[src/rtl/pbus_pkg.sv]
// Shared FSM encoding and default address map for the peripheral bus interconnect.
package pbus_pkg;

    localparam logic [1:0] ST_IDLE   = 2'd0;
    localparam logic [1:0] ST_ACCESS = 2'd1;
    localparam logic [1:0] ST_RESP   = 2'd2;

    localparam int DEF_N_SLV   = 5;
    localparam int DEF_AW      = 12;
    localparam int DEF_DW      = 8;
    localparam int DEF_TIMEOUT = 15;

    // Slave 0 sits in the LSBs; with this map slave 3 shadows slave 4 since lower indices win.
    localparam logic [DEF_N_SLV*DEF_AW-1:0] DEF_SLV_BASE =
        {12'hC00, 12'h800, 12'h700, 12'h6F0, 12'h600};
    localparam logic [DEF_N_SLV*DEF_AW-1:0] DEF_SLV_MASK =
        {12'hC00, 12'h800, 12'hF00, 12'hFF0, 12'hFFC};
    localparam logic [DEF_N_SLV-1:0] DEF_SLV_AUTOACK = 5'b00011;

endpackage

[src/rtl/pbus_addr_dec.sv]
// Combinational address decoder: one-hot slave hit (lowest index wins) plus miss flag.
module pbus_addr_dec
    import pbus_pkg::*;
#(
    parameter int                  N_SLV    = DEF_N_SLV,
    parameter int                  AW       = DEF_AW,
    parameter logic [N_SLV*AW-1:0] SLV_BASE = DEF_SLV_BASE,
    parameter logic [N_SLV*AW-1:0] SLV_MASK = DEF_SLV_MASK
) (
    input  logic [AW-1:0]    addr,
    output logic [N_SLV-1:0] hit,
    output logic             miss
);

    logic found_s;

    // Priority decode: the first matching window claims the access.
    always_comb begin
        hit     = {N_SLV{1'b0}};
        found_s = 1'b0;
        for (int i = 0; i < N_SLV; i++) begin
            if (!found_s && ((addr & SLV_MASK[i*AW +: AW]) == SLV_BASE[i*AW +: AW])) begin
                hit[i]  = 1'b1;
                found_s = 1'b1;
            end else begin
                hit[i] = 1'b0;
            end
        end
        miss = ~found_s;
    end

endmodule

[src/rtl/pbus_ic.sv]
// Single-master peripheral bus interconnect: decodes, strobes one slave, waits for
// ACK (or auto-acks), times out, and returns a registered ACK/ERR response.
module pbus_ic
    import pbus_pkg::*;
#(
    parameter int                  N_SLV       = DEF_N_SLV,
    parameter int                  AW          = DEF_AW,
    parameter int                  DW          = DEF_DW,
    parameter logic [N_SLV*AW-1:0] SLV_BASE    = DEF_SLV_BASE,
    parameter logic [N_SLV*AW-1:0] SLV_MASK    = DEF_SLV_MASK,
    parameter logic [N_SLV-1:0]    SLV_AUTOACK = DEF_SLV_AUTOACK,
    parameter int                  TIMEOUT     = DEF_TIMEOUT
) (
    input  logic                  clk,
    input  logic                  rst,
    input  logic [AW-1:0]         WB_ADRi,
    input  logic [DW-1:0]         WB_DATi,
    input  logic                  WB_WEi,
    input  logic                  WB_CYCi,
    input  logic                  WB_STBi,
    output logic [DW-1:0]         WB_DATo,
    output logic                  WB_ACKo,
    output logic                  WB_ERRo,
    output logic [AW-1:0]         S_ADRo,
    output logic [DW-1:0]         S_DATo,
    output logic                  S_WEo,
    output logic                  S_CYCo,
    output logic [N_SLV-1:0]      S_STBo,
    input  logic [N_SLV*DW-1:0]   S_DATi,
    input  logic [N_SLV-1:0]      S_ACKi,
    output logic [AW-1:0]         ERR_ADDR,
    output logic                  ERR_IRQ
);

    localparam logic [7:0] TO_LAST = 8'(TIMEOUT - 1);

    logic [1:0]       state_r;
    logic [7:0]       wait_cnt_r;
    logic [AW-1:0]    adr_r;
    logic [DW-1:0]    dat_r;
    logic             we_r;
    logic             cyc_r;
    logic [N_SLV-1:0] stb_r;
    logic             ack_r;
    logic             err_r;
    logic             irq_r;
    logic [DW-1:0]    rdat_r;
    logic [AW-1:0]    err_addr_r;

    logic [N_SLV-1:0] hit_s;
    logic             miss_s;
    logic             sel_ack_s;
    logic             sel_auto_s;
    logic [DW-1:0]    sel_dat_s;

    pbus_addr_dec #(
        .N_SLV    (N_SLV),
        .AW       (AW),
        .SLV_BASE (SLV_BASE),
        .SLV_MASK (SLV_MASK)
    ) u_dec (
        .addr (WB_ADRi),
        .hit  (hit_s),
        .miss (miss_s)
    );

    // The live strobe register doubles as the slave select for ACK and read data.
    assign sel_ack_s  = |(S_ACKi & stb_r);
    assign sel_auto_s = |(SLV_AUTOACK & stb_r);

    // Read-data mux for the selected slave.
    always_comb begin
        sel_dat_s = {DW{1'b0}};
        for (int i = 0; i < N_SLV; i++) begin
            sel_dat_s = sel_dat_s | (S_DATi[i*DW +: DW] & {DW{stb_r[i]}});
        end
    end

    // Transaction FSM with registered bus and response outputs.
    always_ff @(posedge clk or negedge rst) begin
        if (!rst) begin
            state_r    <= ST_IDLE;
            wait_cnt_r <= 8'd0;
            adr_r      <= {AW{1'b0}};
            dat_r      <= {DW{1'b0}};
            we_r       <= 1'b0;
            cyc_r      <= 1'b0;
            stb_r      <= {N_SLV{1'b0}};
            ack_r      <= 1'b0;
            err_r      <= 1'b0;
            irq_r      <= 1'b0;
            rdat_r     <= {DW{1'b0}};
            err_addr_r <= {AW{1'b0}};
        end else begin
            ack_r <= 1'b0;
            err_r <= 1'b0;
            irq_r <= 1'b0;
            case (state_r)
                ST_IDLE: begin
                    if (WB_CYCi && WB_STBi) begin
                        adr_r      <= WB_ADRi;
                        dat_r      <= WB_DATi;
                        we_r       <= WB_WEi;
                        wait_cnt_r <= 8'd0;
                        if (miss_s) begin
                            state_r    <= ST_RESP;
                            err_r      <= 1'b1;
                            irq_r      <= 1'b1;
                            err_addr_r <= WB_ADRi;
                            if (!WB_WEi) rdat_r <= {DW{1'b1}};
                        end else begin
                            state_r <= ST_ACCESS;
                            stb_r   <= hit_s;
                            cyc_r   <= 1'b1;
                        end
                    end
                end
                ST_ACCESS: begin
                    if (!WB_CYCi) begin
                        state_r <= ST_IDLE;
                        stb_r   <= {N_SLV{1'b0}};
                        cyc_r   <= 1'b0;
                    end else if (sel_auto_s || sel_ack_s) begin
                        state_r <= ST_RESP;
                        stb_r   <= {N_SLV{1'b0}};
                        cyc_r   <= 1'b0;
                        ack_r   <= 1'b1;
                        rdat_r  <= sel_dat_s;
                    end else if (wait_cnt_r == TO_LAST) begin
                        state_r    <= ST_RESP;
                        stb_r      <= {N_SLV{1'b0}};
                        cyc_r      <= 1'b0;
                        err_r      <= 1'b1;
                        irq_r      <= 1'b1;
                        err_addr_r <= adr_r;
                        if (!we_r) rdat_r <= {DW{1'b1}};
                    end else begin
                        wait_cnt_r <= wait_cnt_r + 8'd1;
                    end
                end
                ST_RESP: begin
                    state_r <= ST_IDLE;
                end
                default: begin
                    state_r <= ST_IDLE;
                    stb_r   <= {N_SLV{1'b0}};
                    cyc_r   <= 1'b0;
                end
            endcase
        end
    end

    assign WB_DATo  = rdat_r;
    assign WB_ACKo  = ack_r;
    assign WB_ERRo  = err_r;
    assign S_ADRo   = adr_r;
    assign S_DATo   = dat_r;
    assign S_WEo    = we_r;
    assign S_CYCo   = cyc_r;
    assign S_STBo   = stb_r;
    assign ERR_ADDR = err_addr_r;
    assign ERR_IRQ  = irq_r;

endmodule

[config.mk]
export PLATFORM = sky130hd
export DESIGN_NAME = pbus_ic
export DESIGN_NICKNAME = d
export VERILOG_FILES = /design/src/rtl/pbus_pkg.sv /design/src/rtl/pbus_addr_dec.sv /design/src/rtl/pbus_ic.sv
export SDC_FILE = /design/constraint.sdc
export NUM_CORES = 1
export LEC_CHECK = 0
export BUFFER_PORTS_ARGS = -buffer_cell sky130_fd_sc_hd__buf_2
export CAP_MARGIN = 20
export CELL_PAD_IN_SITES_DETAIL_PLACEMENT = 1
export CELL_PAD_IN_SITES_GLOBAL_PLACEMENT = 2
export CORE_UTILIZATION = 30
export CTS_CLUSTER_SIZE = 30
export DETAILED_ROUTE_END_ITERATION = 8
export PLACE_DENSITY = 0.8
export SYNTH_ARGS = -nofsm -noshare
export SYNTH_HDL_FRONTEND = slang
export SYNTH_SLANG_ARGS = --single-unit
[constraint.sdc]
create_clock -name clk -period 4.9 [get_ports clk]
set_input_delay 0.245 -clock clk [delete_from_list [all_inputs] [get_ports clk]]
set_output_delay 0.245 -clock clk [all_outputs]
set_load 0.01 [all_outputs]
# After elaboration in Yosys (flattened, before gate mapping)
# Index checks and enable logic that the tools add are counted.
# Widths: inputs -> output; s select.
[totals]
regBits = 59
in_bits = 70
out_inout_bits = 50
word_cells = 116
[op_classes]
n_addsub = 1
n_eq_ne = 18
mux = 55
bitwise = 11
reduce_logical = 20
[ops]
columns = ["op", "n"]
rows = [
  ["$mux 8", 11],
  ["$mux 12", 5],
  ["$and 8x8->8", 5],
  ["$or 8x8->8", 4],
  ["$pmux 8 s2", 2],
  ["$mux 5", 5],
  ["$pmux 12 s2", 1],
  ["$mux 1", 22],
  ["$pmux 5 s3", 1],
  ["$ne 2x2->1 const B", 7],
  ["$eq 10x9->1 const B", 1],
  ["$mux 2", 5],
  ["$add 8x1->8 const B", 1],
  ["$eq 8x4->1 const B", 1],
  ["$eq 8x7->1 const B", 1],
  ["$reduce_and 7->1", 1],
  ["$ne 3x3->1 const B", 2],
  ["$reduce_and 6->1", 1],
  ["$and 5x5->5", 1],
  ["$logic_and 1x1->1", 5],
  ["$reduce_and 5->1", 1],
  ["$reduce_or 5->1", 1],
  ["$eq 2x2->1 const B", 2],
  ["$eq 4x3->1 const B", 1],
  ["14 further kinds", 18],
]

# Depth between registers and ports, before layout
[depth]
word_depth = 17
mapped_depth = 7
ltp_nobuf = 6

# Modules after synthesis
# A second synthesis with hierarchy kept.
[hier_totals]
cells_unflattened = 276
area_unflattened_um2 = 2934.1
[modules_own_cells]
columns = ["mod", "instances", "cells_each", "area_each_um2", "seq_area_each_um2"]
rows = [
  ["pbus_ic", 1, 262, 2851.5, 1476.4],
  ["pbus_addr_dec", 1, 14, 82.6, 0.0],
]

# Least setup slack after synthesis
# No wires, ideal clock.
[synth_timing]
kind = "input port to flip-flop"
start = "input port WB_ADRi[6]"
end = "register err_addr_r[10] (netlist: ERR_ADDR[10])"
setup_time_ps = 125
arrival_time_ps = 1710
required_time_ps = 4775
setup_slack_ps = 3065
path_stages = 6
n_path_buf = 1
cell_sequence = "or4_4 o211ai_2 nand2_2 a21oi_4 buf_12 mux2_4"
[synth_via]
elab_chain_len = 16
word_cells_on_any_way = 17
cone_classes = "eq/ne: 3; mux: 5; reduce/logical: 9"
[synth_lines]
columns = ["item", "line", "rtl"]
rows = [
  ["from (decl)", "pbus_ic.sv:16", "input logic [AW-1:0] WB_ADRi,"],
  ["$eq 10x9->1", "pbus_addr_dec.sv:22", "if (!found_s && ((addr & SLV_MASK[i*AW +: AW]) == SLV_BASE[i*AW +: AW])) begin"],
  ["$mux 1", "pbus_addr_dec.sv:22", ""],
  ["$logic_not 1->1", "pbus_addr_dec.sv:22", ""],
  ["$logic_and 1x1->1", "pbus_addr_dec.sv:22", ""],
  ["$mux 1 (*)", "pbus_addr_dec.sv:22", ""],
  ["$logic_not 1->1", "pbus_addr_dec.sv:22", ""],
  ["$logic_and 1x1->1", "pbus_addr_dec.sv:22", ""],
  ["$mux 1 (*)", "pbus_addr_dec.sv:22", ""],
  ["$logic_not 1->1", "pbus_addr_dec.sv:22", ""],
  ["$logic_and 1x1->1", "pbus_addr_dec.sv:22", ""],
  ["$mux 1 (*)", "pbus_addr_dec.sv:22", ""],
  ["$logic_not 1->1", "pbus_addr_dec.sv:22", ""],
  ["$logic_and 1x1->1", "pbus_addr_dec.sv:22", ""],
  ["$mux 1 (*)", "pbus_addr_dec.sv:22", ""],
  ["$ne 2x2->1 (no line) (*)", "n/a", ""],
  ["$reduce_and 6->1 (no line) (*)", "n/a", ""],
  ["to (signal assigned)", "pbus_ic.sv:93", "err_addr_r <= {AW{1'b0}};"],
  ["to (signal assigned)", "pbus_ic.sv:109", "err_addr_r <= WB_ADRi;"],
  ["to (signal assigned)", "pbus_ic.sv:135", "err_addr_r <= adr_r;"],
  ["to (decl)", "pbus_ic.sv:48", "logic [AW-1:0] err_addr_r;"],
]
# Mark *: on every way between the ends. The rest lies on a longest branch, timed or not.
# A chain may end at the register's enable or synchronous reset.

# Worst setup path in the final report
[layout_timing]
start = "register stb_r[3] (netlist: S_STBo[3])"
end = "register wait_cnt_r[3]"
[layout_via]
elab_chain_len = 5
[layout_lines]
columns = ["item", "line", "rtl"]
rows = [
  ["from (decl)", "pbus_ic.sv:43", "logic [N_SLV-1:0] stb_r;"],
  ["from (signal assigned)", "pbus_ic.sv:88", "stb_r <= {N_SLV{1'b0}};"],
  ["from (signal assigned)", "pbus_ic.sv:113", "stb_r <= hit_s;"],
  ["from (signal assigned)", "pbus_ic.sv:121", "stb_r <= {N_SLV{1'b0}};"],
  ["$and 5x5->5", "pbus_ic.sv:68", "assign sel_ack_s = |(S_ACKi & stb_r);"],
  ["$reduce_or 5->1", "pbus_ic.sv:68", ""],
  ["$logic_or 1x1->1", "pbus_ic.sv:123", "end else if (sel_auto_s || sel_ack_s) begin"],
  ["$ne 2x2->1 (no line)", "n/a", ""],
  ["$reduce_and 5->1 (no line)", "n/a", ""],
  ["to (signal assigned)", "pbus_ic.sv:138", "wait_cnt_r <= wait_cnt_r + 8'd1;"],
  ["to (decl)", "pbus_ic.sv:38", "logic [7:0] wait_cnt_r;"],
]
# Every way passes these cells.

==> run_results.csv <==
group,metric,value,unit
run_status,status,"completed",
logic_synthesis,synthTopCellsByArea,"dfrtp_1 51%, nand2_1 9.4%, mux2_2 5.5%",
logic_synthesis,synthXorXnorAreaFrac,0,
worst_setup_path,cp_cell_sequence,"nand2_1 > and4_1 > a21boi_1 > or4_1 > a21oi_1",
floorplan,die_y,99.90,µm
logic_synthesis,avgSynthCellArea,10.34,µm²
timing,hold_viol_final,0,
logic_synthesis,synthSimpleGateAreaFrac,0.1867,
routing,routedWlPerCell,15.64,µm
floorplan,rows,35,
floorplan,die_area,0.009980,mm²
timing,holdWs,0.05653,ns
timing,worstMarginPinSlew,1.041,ns
logic_synthesis,synth_compound_area_frac,0.1510,
logic_synthesis,ys.flop_type,"dfrtp_1",
logic_synthesis,syn_area,0.002875,mm²
cts,h-tree-depth,3,
routing,drc_errors,0,
routing,viasPerCell,5.002,
cells_and_area,diodes,0,
timing,fin_tns_setup,0,ns
worst_setup_path,critPathRequiredTime,5.08,ns
cells_and_area,drive_gt1_frac,0.4207,
global_routing,grt_pass1_vias,2759,
floorplan,start_util,0.3097,
cts,post_cts_resized,0,
timing,rsz0062_at_grt,"no",
logic_synthesis,synth_top_area_share,0.5135,
timing,fmax,466.1,MHz
timing,slew_headroom,0.3040,
cts,post_cts_buffers,0,
logic_synthesis,synth_commonest_cells,"72 x nand2_1, 59 x dfrtp_1, 14 x mux2_2",
cts,tritoncts,"built",
routing,drt_iter0_markers,75,
pwr,power.density,385.3,mW/mm²
pwr,internal_power,971.9,µW
cts,cts_buffer_depth,2,
worst_setup_path,max_stage_delay,0.72,ns
routing,dr.pass1.iters,4,
routing,via_count,2631,
cts,worstSkewPairLatency,0.34,ns
logic_synthesis,yosysMostFrequentCell,"nand2_1",
global_routing,antenna_found_initial,0,
timing,setup_viol,0,
logic_synthesis,ys_seq_area_frac,0.5135,
logic_synthesis,synthArstFlopShare,1.000,
worst_setup_path,cp.arrival,2.33,ns
timing,period_needed,2.146,ns
timing,final-max-slew-violation-count,0,
cts,hold_buffers,0,
placed_design,hpwl,5.808,mm
cts,path_clk_slew,0.07,ns
pwr,ir_worst_vdd,175.5,µV
logic_synthesis,synth_top_family_by_area,"simple AND/OR/NAND/NOR gates",
worst_setup_path,critPathCaptureType,"flop",
floorplan,pin_count,120,
cts,clock-sinks,59,
worst_setup_path,worstSetupStartpointType,"flop",
floorplan,die_w,99.90,µm
hold_path,hp-class,"in -> async",
pwr,p_sw,464.9,µW
logic_synthesis,yosysUniqueCellTypes,43,
cts,cts_made_buffers,9,
logic_synthesis,ys_seq_elements,59,
pwr,seqPwrFrac,0.463,
worst_setup_path,critPathSlowestCell,"a21boi_1",
logic_synthesis,synthAdderAreaFrac,0.008703,
pwr,clkPwrFrac,0.270,
cts,clockRootBuffer,"clkbuf_8",
worst_setup_path,worstPathMaxFanout,14,
timing,fin_skew,0.009274,ns
pwr,p_leak,1.826,nW
worst_setup_path,worstSetupPathType,"reg -> reg",
logic_synthesis,ys_warn_count,0,
pwr,combinationalPowerShare,0.267,
logic_synthesis,synthMuxAreaShare,0.1057,
global_routing,grt_pass1_wl,13.60,mm
timing,finalCritPeriodShare,0.4379,
worst_setup_path,crit_family,"compound AO/OA/AOI/OAI gates",
logic_synthesis,synth_area_leader_cell,"dfrtp_1",
global_routing,grt_start_max_net_pins,60,
job,cap_violations,0,
logic_synthesis,synth_edf_count,0,
pwr,switching_share,0.3236,
placed_design,numPortBuffers,117,
logic_synthesis,synthCells,278,
logic_synthesis,synth_fp_nets,350,
cells_and_area,nNetsFinal,465,
floorplan,core-area,0.009284,mm²
worst_setup_path,critPathBufInv,0,
cells_and_area,area_growth,29.68,%
global_routing,gr-usage-all-layers,0.1753,
routing,wirelength,8.229,mm
global_routing,grt_overflow,0,
placed_design,gp_congestion,0.7491,
routing,postRouteAntennaNets,0,
==> power groups by stage <==
stage | combinational, mW | sequential, mW | clock, mW
global placement | 0.382 | 0.668 | 0
floorplan | 0.170 | 0.705 | 0
global route | 0.427 | 0.681 | 0.428
detailed placement | 0.392 | 0.672 | 0
finish | 0.384 | 0.665 | 0.388
CTS | 0.392 | 0.666 | 0.405
==> area by class of cell <==
| cell class | instances | area, µm² |
|---|---|---|
| clock buffers | 10 | 137.6 |
| clock inverters | 5 | 30.03 |
| fillers | 1106 | 5555 |
| inverters | 4 | 15.01 |
| multi-input cells | 199 | 1300 |
| flip-flops and latches | 59 | 1476 |
| well taps | 129 | 161.4 |
| repair buffers | 120 | 608.1 |
==> worst paths after layout <==
kind,endpoint,start,slack [ns],depth (start not counted)
min in group clk,S_DATo[5],WB_DATi[5],0.09,3
worst min-delay path,ERR_ADDR[4],rst,0.06,2
worst min register to register,S_DATo[1],S_DATo[1],0.47,2
max in group asynchronous,wait_cnt_r[3],rst,4.33,2
worst max-delay path,wait_cnt_r[3],S_STBo[3],2.75,5
worst max register to register,wait_cnt_r[3],S_STBo[3],2.75,5
==> kinds of logic (layout without fill, tap and decap cells) <==
family | after synthesis | after routing
muxes | 24 | 24
DFF | 59 | 59
and+or+nand+nor | 117 | 117
adders and majority gates | 2 | 2
AOI/OAI and AO/OA | 56 | 56
buffers and inverters | 20 | 139
==> metrics by stage <==
step                      setup slack [ns]  total power [mW]  cells  area (µm²)    util
final                                2.754             1.437    526        3729  0.4016
after global routing                 2.505             1.536    526        3729  0.4016
after CTS                            2.710             1.464    526        3729  0.4016
after detailed placement             2.505             1.064    511        3561  0.3836
after global placement               2.563             1.050    511        3561  0.3836
after floorplan                      3.065            0.8757    278        2875       -
==> registers in the layout, indices dropped and copies added (netlist names) <==
register and flops:
ERR_ADDR 12, ERR_IRQ 1, S_ADRo 12, S_CYCo 1
S_DATo 8, S_STBo 5, S_WEo 1, WB_ACKo 1
WB_DATo 8, state_r 2, wait_cnt_r 8
==> per-layer routing <==
metal,GRT usage,part of all wire
met1,0.2177,0.44
met2,0.2907,0.48
met3,0.05153,0.068
met4,0.06109,0.013
met5,0,0
==> placed cells by master, fill, tap and decap left out, types with 4 or more instances in the layout <==
master / Yosys / routed
or4_1: 5 / 5
nand2_1: 72 / 72
o31ai_1: 4 / 4
clkbuf_8: 0 / 10
mux2_2: 14 / 14
o21ai_0: 9 / 9
dfrtp_1: 59 / 59
a222oi_1: 8 / 8
nand4_1: 5 / 5
mux2_4: 9 / 9
buf_2: 3 / 117
a22oi_1: 8 / 8
nor2_1: 7 / 7
nor3_1: 4 / 4
a21oi_1: 8 / 8
o21a_1: 8 / 8
nand3_1: 10 / 10
Power figures use the tool's default switching activity.
